`config.mk`:
```
export PLATFORM = sky130hd
export DESIGN_NAME = right_shifter_seq
export DESIGN_NICKNAME = d
export VERILOG_FILES = /design/src/rtl/right_shifter_seq.sv
export SDC_FILE = /design/constraint.sdc
export NUM_CORES = 1
export LEC_CHECK = 0
export CAP_MARGIN = 25
export CORE_ASPECT_RATIO = 0.9
export CORE_MARGIN = 2
export CORE_UTILIZATION = 40
export CTS_CLUSTER_SIZE = 14
export DETAILED_ROUTE_END_ITERATION = 10
export PLACE_DENSITY_LB_ADDON = 0.25
export SYNTH_ARGS = -nofsm -noshare
export SYNTH_HDL_FRONTEND = slang
export SYNTH_SLANG_ARGS = --single-unit
```
`constraint.sdc`:
```
create_clock -name clk -period 5.8 [get_ports clk]
set_input_delay 1.16 -clock clk [delete_from_list [all_inputs] [get_ports clk]]
set_output_delay 1.16 -clock clk [all_outputs]
set_load 0.01 [all_outputs]
```
`src/rtl/right_shifter_seq.sv`:
```
// right_shifter_seq: iterative 32-bit srl/sra, one shift-amount bit per cycle (clk,rst,start,arith,dataA,dataB -> out,busy,done)
module right_shifter_seq (
  input  logic        clk,
  input  logic        rst,
  input  logic        start,
  input  logic        arith,
  input  logic [31:0] dataA,
  input  logic [4:0]  dataB,
  output logic [31:0] out,
  output logic        busy,
  output logic        done
);
  typedef enum logic {IDLE, SHIFT} state_t;
  state_t      state, state_n;
  logic [31:0] work, nxt;
  logic [4:0]  amt;
  logic        mode;
  logic [2:0]  stage;
  logic [63:0] ext;
  logic        last;
  always_comb begin
    ext     = {{32{mode & work[31]}}, work} >> (6'd1 << stage);
    nxt     = amt[stage] ? ext[31:0] : work;
    last    = stage == 3'd4;
    state_n = state == IDLE ? (start ? SHIFT : IDLE) : (last ? IDLE : SHIFT);
  end
  always_ff @(posedge clk) begin
    if (rst) begin
      state <= IDLE;
      work  <= '0;
      amt   <= '0;
      mode  <= 1'b0;
      stage <= '0;
      out   <= '0;
      busy  <= 1'b0;
      done  <= 1'b0;
    end else begin
      state <= state_n;
      busy  <= state_n == SHIFT;
      done  <= state == SHIFT && last;
      if (state == IDLE && start) begin
        work  <= dataA;
        amt   <= dataB;
        mode  <= arith;
        stage <= '0;
      end else if (state == SHIFT) begin
        work  <= nxt;
        stage <= last ? 3'd0 : stage + 3'd1;
        if (last) out <= nxt;
      end
    end
  end
endmodule

```
==> results_dict.tcl <==
set metrics [dict create \
    status "complete, no violations" \
    nFillCells 1439 \
    hold_viol_final 0 \
    finalMaxSlewViolations 0 \
    dpl.hpwl_um 18600 \
    end_kind "flop" \
    worst-path-buf-inv 1 \
    max_slew_margin_pct 25.9 \
    drt_wl_total_um 25900 \
    power_density_nw_per_um2 236 \
    drtAntennaViolNets 0 \
    wl_per_cell_um 26.7 \
    finalSetupViolations 0 \
    power_mw 1.68 \
    drive_gt1_share_pct 8.79 \
    dieWidth_um 134 \
    vias_per_cell 6.82 \
    maxCapViolCount 0 \
    yosys_warnings 0 \
    grt_max_degree 66 \
    start_util_pct 41.1 \
    crit_chain "inv_1 -> ha_1 -> or4b_1 -> a2bb2oi_1 -> nor3b_1 -> a21oi_1 -> and2_1 -> o32ai_1" \
    synth_cell_types 80 \
    ir_drop_mv 0.115 \
    power.leakage_nw 2.60 \
    grt_pass1_vias 6216 \
    cp_slowest_cell "ha_1" \
    crit_required_ps 6050 \
    die_h_um 121 \
    antennaDiodeCount 0 \
    port-buffer-count 74 \
    die_area_um2 16200 \
    max_freq_ghz 0.276 \
    placedCellCount 955 \
    num_vias 6631 \
    rsz0062_at_grt "no" \
    synth_edf_count 0 \
    cts_setup_buffers 0 \
    dr.pass1.iters 9 \
    path_max_fanout 19 \
    numClockSinks 75 \
    cts_made_buffers 9 \
    layout_common_cells "dfxtp_1, clkdlybuf4s50_1, nand2_1" \
    grt_use_total_pct 32.4 \
    cp_slowest_stage_delay_ps 800 \
    core_area_um2 14800 \
    ios 75 \
    netlist_instances 743 \
    crit_arrival_ps 3860 \
    syn_nets 789 \
    layout_commonest_cell "dfxtp_1" \
    cp-start-kind "flop" \
    nets 815 \
    syn_avg_cell_area_um2 8.16 \
    netlist_area_um2 6060 \
    seq_area_frac_synth_pct 24.8 \
    rows 42 \
    clk_path_buf_depth 2 \
    worst_pin_slew_ps 1100 \
    clk_pin_slew_ps 60 \
    ys_seq_elements 75 \
    drc_errors 0 \
    ctsHoldBuffers 0 \
    post-route-util_pct 48.1 \
    place_congestion 0.995 \
    final_cells 972 \
    critical-path-top-delay-family "simple AND/OR/NAND/NOR gates" \
    clock_latency_ps 350 \
    overflow 0 \
    cts_tree "done" \
    fin_crit_ps 3620 \
    tns_ps 0 \
    async_flop_share_pct 0 \
    hold_path.class "reg -> reg" \
    cts_root_buf "clkbuf_16" \
    worstSetupPathType "reg -> reg" \
    final.period_utilization_pct 62.4 \
    area_growth_pct 17.3 \
    antenna_found_initial 0 \
    grt_pass1_wl_um 39600 \
    htreeDepth 3 \
    finClkSkew_ps 9.25 \
    synthFlopType "dfxtp_1" \
    cts_resized 0 \
    first_iter_violations 935 \
]
-- cell type report --
cell class                 instances  area [µm²]  area share, %
clock buffer                       9         225           3.17
clock inverter                     7        76.3           1.07
inverter                          12        45.0          0.634
multi-input combinational        577        4130           58.0
sequential                        75        1500           21.1
tap                              198         248           3.48
timing repair buffer              94         886           12.5
-- cell usage after synthesis (all sizes together), types with 11 or more instances --
master	n	area, µm²
o31ai	11	82.6
mux4	18	439
nor2	58	218
nor3	21	105
o21ai	58	290
mux2i	49	490
buf	32	218
inv	11	41.3
nand2	62	233
a21oi	39	199
clkbuf	47	178
dfxtp	75	1500
nor2b	19	126
a2bb2oi	13	114
a211oi	37	283
a22oi	22	165
-- path summary, 6_finish.rpt --
kind                     endpoint                  start  cells after the start  slack [ps]
min          out[11]$_SDFFE_PP0P_   out[11]$_SDFFE_PP0P_                      1         460
min reg2reg  out[11]$_SDFFE_PP0P_   out[11]$_SDFFE_PP0P_                      1         460
max          work[0]$_SDFFE_PP0P_  stage[0]$_SDFFE_PP0P_                      8        2180
max reg2reg  work[0]$_SDFFE_PP0P_  stage[0]$_SDFFE_PP0P_                      8        2180
-- logic make-up after synthesis --
logic type	synth area share, %
multiplexers	16.1
buffers and inverters	7.27
AND/OR/NAND/NOR	18.3
adder cells (fa/ha/maj)	1.03
AO/OA/AOI/OAI	32.6
flip-flops	24.8
-- registers in the layout, summed over array words and instances (netlist names) --
register,flops
done,1
stage,3
work,32
out,32
state,1
amt,5
mode,1
-- routing by layer --
layer	vias to the layer above	wire length, µm	share of wire [%]	GRT usage (%)
met4	0	834	3.2	11.3
li1	2905	-	-	-
met3	59	2820	11	8.81
met2	447	10800	42	45.6
met5	-	0	0	0
met1	3220	11500	44	47.2
-- per-stage QoR --
step           area (µm²)  setup slack (ps)  hold WS [ps]
2_1_floorplan        6060              3170           455
4_1_cts              7100              2160           460
6_report             7110              2180           458
5_1_grt              7110              2010           489
3_3_place_gp         6800              2210           437
3_5_place_dp         6800              2260           445
-- where the power goes --
part	switching, mW	total, mW	internal (mW)	leakage (nW)
combinational	0.291	0.500	0.209	1.85
sequential	0.0659	0.606	0.540	0.613
clock	0.238	0.573	0.335	0.142
total	0.594	1.68	1.08	2.60
Note: power is estimated with default switching activity, not from simulation.
